## config.mk

```make
export PLATFORM = sky130hd
export DESIGN_NAME = ysyx_23060072_pipe_ctrl
export DESIGN_NICKNAME = d
export VERILOG_FILES = /design/src/rtl/ysyx_23060072_pipe_ctrl.sv
export SDC_FILE = /design/constraint.sdc
export NUM_CORES = 1
export LEC_CHECK = 0
export CAP_MARGIN = 5
export CORE_UTILIZATION = 22
export DETAILED_ROUTE_END_ITERATION = 10
export MAX_ROUTING_LAYER = met4
export PLACE_DENSITY = 0.83
export SYNTH_ARGS = -nofsm -noshare
export SYNTH_HDL_FRONTEND = slang
export SYNTH_SLANG_ARGS = --single-unit
```

## constraint.sdc

```tcl
create_clock -name clk -period 1.54 [get_ports clk]
set_input_delay 0.231 -clock clk [delete_from_list [all_inputs] [get_ports clk]]
set_output_delay 0.231 -clock clk [all_outputs]
set_load 0.01 [all_outputs]
```

## src/rtl/ysyx_23060072_pipe_ctrl.sv

```systemverilog
// Pipeline hazard/flow controller: holds, bubbles, IF/ID flush and PC redirect.
// Optional perf counters are built only when YSYX_23060072_PERF_CNT_EN is defined.
module ysyx_23060072_pipe_ctrl (
  input  logic        clk,
  input  logic        rst,
  input  logic [4:0]  id_rs1_addr_i,
  input  logic [4:0]  id_rs2_addr_i,
  input  logic        has_rs1_i,
  input  logic        has_rs2_i,
  input  logic        ex_load_flag_i,
  input  logic [4:0]  ex_wb_reg_waddr_i,
  input  logic        ex_multdiv_en_i,
  input  logic        multdiv_done_i,
  input  logic        lsu_busy_i,
  input  logic        ex_jump_flag_i,
  input  logic [31:0] ex_jump_addr_i,
  input  logic        trap_flag_i,
  input  logic [31:0] trap_addr_i,
  output logic        if_hold_flag_o,
  output logic        id_hold_flag_o,
  output logic        ex_hold_flag_o,
  output logic        clean_flag_o,
  output logic        ifid_flush_o,
  output logic        redirect_valid_o,
`ifdef YSYX_23060072_PERF_CNT_EN
  output logic [31:0] stall_cnt_o,
  output logic [31:0] flush_cnt_o,
`endif
  output logic [31:0] redirect_pc_o
);

  typedef enum logic [1:0] {RUN, MD_WAIT, MEM_WAIT, FLUSH} state_t;

  state_t      state_q, state_d;
  logic        if_hold_d, id_hold_d, ex_hold_d, clean_d, flush_d, redir_d;
  logic [31:0] redir_pc_d;
  logic        load_use;

  // x0 is never a real producer, so it cannot create a load-use hazard.
  assign load_use = ex_load_flag_i && (ex_wb_reg_waddr_i != 5'd0) &&
                    ((has_rs1_i && (id_rs1_addr_i == ex_wb_reg_waddr_i)) ||
                     (has_rs2_i && (id_rs2_addr_i == ex_wb_reg_waddr_i)));

  always_comb begin
    state_d    = RUN;
    if_hold_d  = 1'b0;
    id_hold_d  = 1'b0;
    ex_hold_d  = 1'b0;
    clean_d    = 1'b0;
    flush_d    = 1'b0;
    redir_d    = 1'b0;
    redir_pc_d = 32'd0;
    if (lsu_busy_i) begin
      // A jump/trap sitting in EX is frozen too, so it is served after the wait.
      if_hold_d = 1'b1;
      id_hold_d = 1'b1;
      ex_hold_d = 1'b1;
      state_d   = MEM_WAIT;
    end else if (trap_flag_i || ex_jump_flag_i) begin
      redir_d    = 1'b1;
      redir_pc_d = trap_flag_i ? trap_addr_i : ex_jump_addr_i;
      flush_d    = 1'b1;
      clean_d    = 1'b1;
      state_d    = FLUSH;
    end else if (state_q == FLUSH) begin
      // EX holds a squashed instruction here; its load/multdiv flags are stale.
      flush_d = 1'b1;
      state_d = RUN;
    end else if (ex_multdiv_en_i && !multdiv_done_i) begin
      if_hold_d = 1'b1;
      id_hold_d = 1'b1;
      ex_hold_d = 1'b1;
      state_d   = MD_WAIT;
    end else if (load_use) begin
      if_hold_d = 1'b1;
      id_hold_d = 1'b1;
      clean_d   = 1'b1;
    end
  end

  always_ff @(posedge clk) begin
    if (rst) state_q <= RUN;
    else     state_q <= state_d;
  end

  assign if_hold_flag_o   = !rst && if_hold_d;
  assign id_hold_flag_o   = !rst && id_hold_d;
  assign ex_hold_flag_o   = !rst && ex_hold_d;
  assign clean_flag_o     = !rst && clean_d;
  assign ifid_flush_o     = !rst && flush_d;
  assign redirect_valid_o = !rst && redir_d;
  assign redirect_pc_o    = rst ? 32'd0 : redir_pc_d;

`ifdef YSYX_23060072_PERF_CNT_EN
  logic [31:0] stall_cnt_q, flush_cnt_q;

  always_ff @(posedge clk) begin
    if (rst) begin
      stall_cnt_q <= 32'd0;
      flush_cnt_q <= 32'd0;
    end else begin
      if (if_hold_d || id_hold_d || ex_hold_d) stall_cnt_q <= stall_cnt_q + 32'd1;
      if (redir_d)                             flush_cnt_q <= flush_cnt_q + 32'd1;
    end
  end

  assign stall_cnt_o = stall_cnt_q;
  assign flush_cnt_o = flush_cnt_q;
`endif

endmodule

```

==> impl_metrics.py <==
metrics = {
    "sta": {
        "maxSlewViolCount": 0,
        "timing.fmax_mhz": 577,
        "worst_pin_slew_ns": 0.254,
        "finalSetupViolations": 3,
        "rsz0062_at_grt": "true",
        "finalCriticalPeriod_ns": 1.73,
        "setup_ws_ns": -0.194,
        "hold_viol_final": 0,
        "fin_crit_sh_pct": 113,
        "relSlewSlack_pct": 82.6,
        "fin_worst_skew_ns": 0.00193,
    },
    "clock_network": {
        "cts_buffers": 3,
        "cts_buffer_depth": 2,
        "clock_sink_count": 2,
        "tritoncts": "yes",
        "cts-root-buf": "clkbuf_4",
        "worstSkewPairLatency_ns": 0.24,
        "h-tree-depth": 1,
        "clk_pin_slew_ns": 0.03,
    },
    "routing": {
        "drt-met1-wl_um": 1490,
        "routedWlPerCell_um": 14.0,
        "drtIter0Drc": 25,
        "routed.top_layer": "met4",
        "wl_um": 4310,
        "wl_met3_um": 364,
        "detail_route.first_pass.iterations": 4,
        "detail-route-antenna-nets": 0,
        "met2WireLength_um": 2340,
        "drc": 0,
        "vias_per_cell": 4.64,
        "vias": 1426,
    },
    "yosys": {
        "synth_top_area_cell": "mux2i_1",
        "synth_area_um2": 758,
        "synth_seq_area_share_pct": 5.28,
        "netlist_instances": 107,
        "synthTopCellsByArea": "mux2i_1 42%, nor2_1 17%, xor2_1 9.2%",
        "avgSynthCellArea_um2": 7.09,
        "synthesis.nets": 196,
        "synth_top_area_share_pct": 42.2,
        "synth_warnings": 0,
        "synth_cell_type_count": 23,
        "ys_seq_elements": 2,
    },
    "global_route": {
        "grt_start_max_net_pins": 19,
        "grt_pass1_wl_um": 6150,
        "antenna_found_initial": 0,
        "grt_pass1_vias": 1415,
        "grt-ovfl-total": 0,
        "grt_usage_pct": 23.5,
    },
    "worst_setup_path": {
        "crit_arrival_ns": 1.50,
        "rr_startpoint": "state_q[1]$_SDFF_PP0_",
        "crit_fanout": 2,
        "end_kind": "primary output",
        "crit_type": "primary input to primary output",
        "cp.required_ns": 1.31,
        "startpoint": "id_rs1_addr_i[0]",
        "critPathLaunchType": "primary input",
    },
    "placed_design": {
        "placed_cell_area_um2": 2170,
        "dp_cells": 285,
        "dp_hpwl_um": 2960,
        "gp_congestion": 0.822,
        "io_buffers": 126,
    },
    "power_and_ir_drop": {
        "power_density_nw_per_um2": 331,
        "ir_drop_mv": 0.144,
        "p_leak_nw": 1.12,
    },
    "cells_and_area": {
        "register_area_um2": 42.5,
        "reg_top3": "state_q: 2 flops",
        "syn_to_final_growth_pct": 197,
        "largest_reg_flops": 2,
        "top_register": "state_q",
        "final_nets": 354,
        "fin_area_um2": 2250,
        "fin_util_pct": 71.4,
        "multi_input_area_um2": 744,
        "mostFrequentLayoutCell": "clkdlybuf4s50_1",
        "diodes": 0,
        "fill_cells": 262,
        "final_cell_mix": "69 x clkdlybuf4s50_1, 32 x mux2i_1, 32 x nor2_1",
        "instances_no_fill": 307,
        "drive_above_1_share_pct": 36.9,
    },
    "outcome": {
        "status": "finished, violations left",
        "violations": "setup timing",
    },
    "die": {
        "chipHeight_um": 60.7,
        "start_util_pct": 24.0,
        "io_pins": 127,
        "design.die.area_um2": 3690,
        "fp-row-count": 20,
        "fp.coreArea_um2": 3150,
        "dieWidth_um": 60.7,
    },
    "min_path": {
        "hold_class": "primary input to flip-flop",
        "hold_start": "ex_jump_flag_i",
    },
    "run": {
        "drv_cap": 0,
    },
}
==> worst max-delay path: stages <==
cell	delay [ns]
clkdlybuf4s50_1	0.43
xnor2_1	0.21
a32oi_2	0.16
o41ai_2	0.29
buf_2	0.18
==> per-layer routing <==
metal  vias up  GRT usage [%]
met3        13           5.54
met4         0           9.74
met2        82           42.9
li1        685              -
met1       646           24.0
met5         -              -
==> synth_stat cells <==
cell      count
and2_0        1
o41ai_2       1
mux2i_1      32
a32oi_1       1
nor2_1       35
o22ai_1       1
nand3_1       1
or3b_1        1
nor3_1        2
xnor2_1       2
nor4_1        1
xor2_1        8
nor2b_1       1
a21oi_1       1
dfxtp_1       2
inv_1         1
a211oi_2      1
nand2_1       3
nor4_2        1
buf_4         1
or4_1         1
o21ai_1       2
buf_2         7
==> layout make-up <==
| type | count | area share [%] |
|---|---|---|
| clock buffer | 3 | 1.00 |
| inverter | 1 | 0.167 |
| multi-input combinational | 96 | 33.1 |
| sequential | 2 | 1.89 |
| tap | 44 | 2.45 |
| timing repair buffer | 161 | 61.4 |
==> repair_timing <==
action	in CTS	in global routing
endpoints found under the hold margin	0	0
cloned	2	0
setup endpoints to repair	38	29
hold buffers	0	0
pin swaps	15	7
gates resized for setup	167	34
buffers inserted	16	1
==> power breakdown <==
part / switching (mW) / internal [mW] / total [mW]
Combinational: 0.203 / 0.355 / 0.559
Clock: 0.0404 / 0.0867 / 0.127
Sequential: 0.00266 / 0.0567 / 0.0593
==> worst paths after layout <==
check	to	slack, ns	cells after the start
hold / removal	state_q[1]$_SDFF_PP0_	0.39	4
setup / recovery	clean_flag_o	-0.19	5
setup reg to reg	state_q[0]$_SDFF_PP0_	0.87	3
hold reg to reg	state_q[0]$_SDFF_PP0_	0.59	3
==> metrics by stage <==
step | hold WS (ns) | power, mW | setup WS (ns) | setup TNS, ns
2_1_floorplan | 0.303 | 0.228 | 0.00568 | 0
3_3_place_gp | 0.535 | 0.583 | -0.944 | -19.95
3_5_place_dp | 0.548 | 0.592 | -0.986 | -20.15
4_1_cts | 0.383 | 0.736 | -0.169 | -0.500
5_1_grt | 0.381 | 0.798 | -0.206 | -0.608
6_report | 0.387 | 0.745 | -0.194 | -0.531
==> cells by family after synthesis <==
| family | after synthesis | synth area share, % |
|---|---|---|
| flops | 2 | 5.28 |
| compound gates | 7 | 7.76 |
| buf+inv | 9 | 6.11 |
| simple gates | 47 | 27.1 |
| xor+xnor | 10 | 11.6 |
| mux | 32 | 42.2 |
Power figures use the tool's default switching activity.
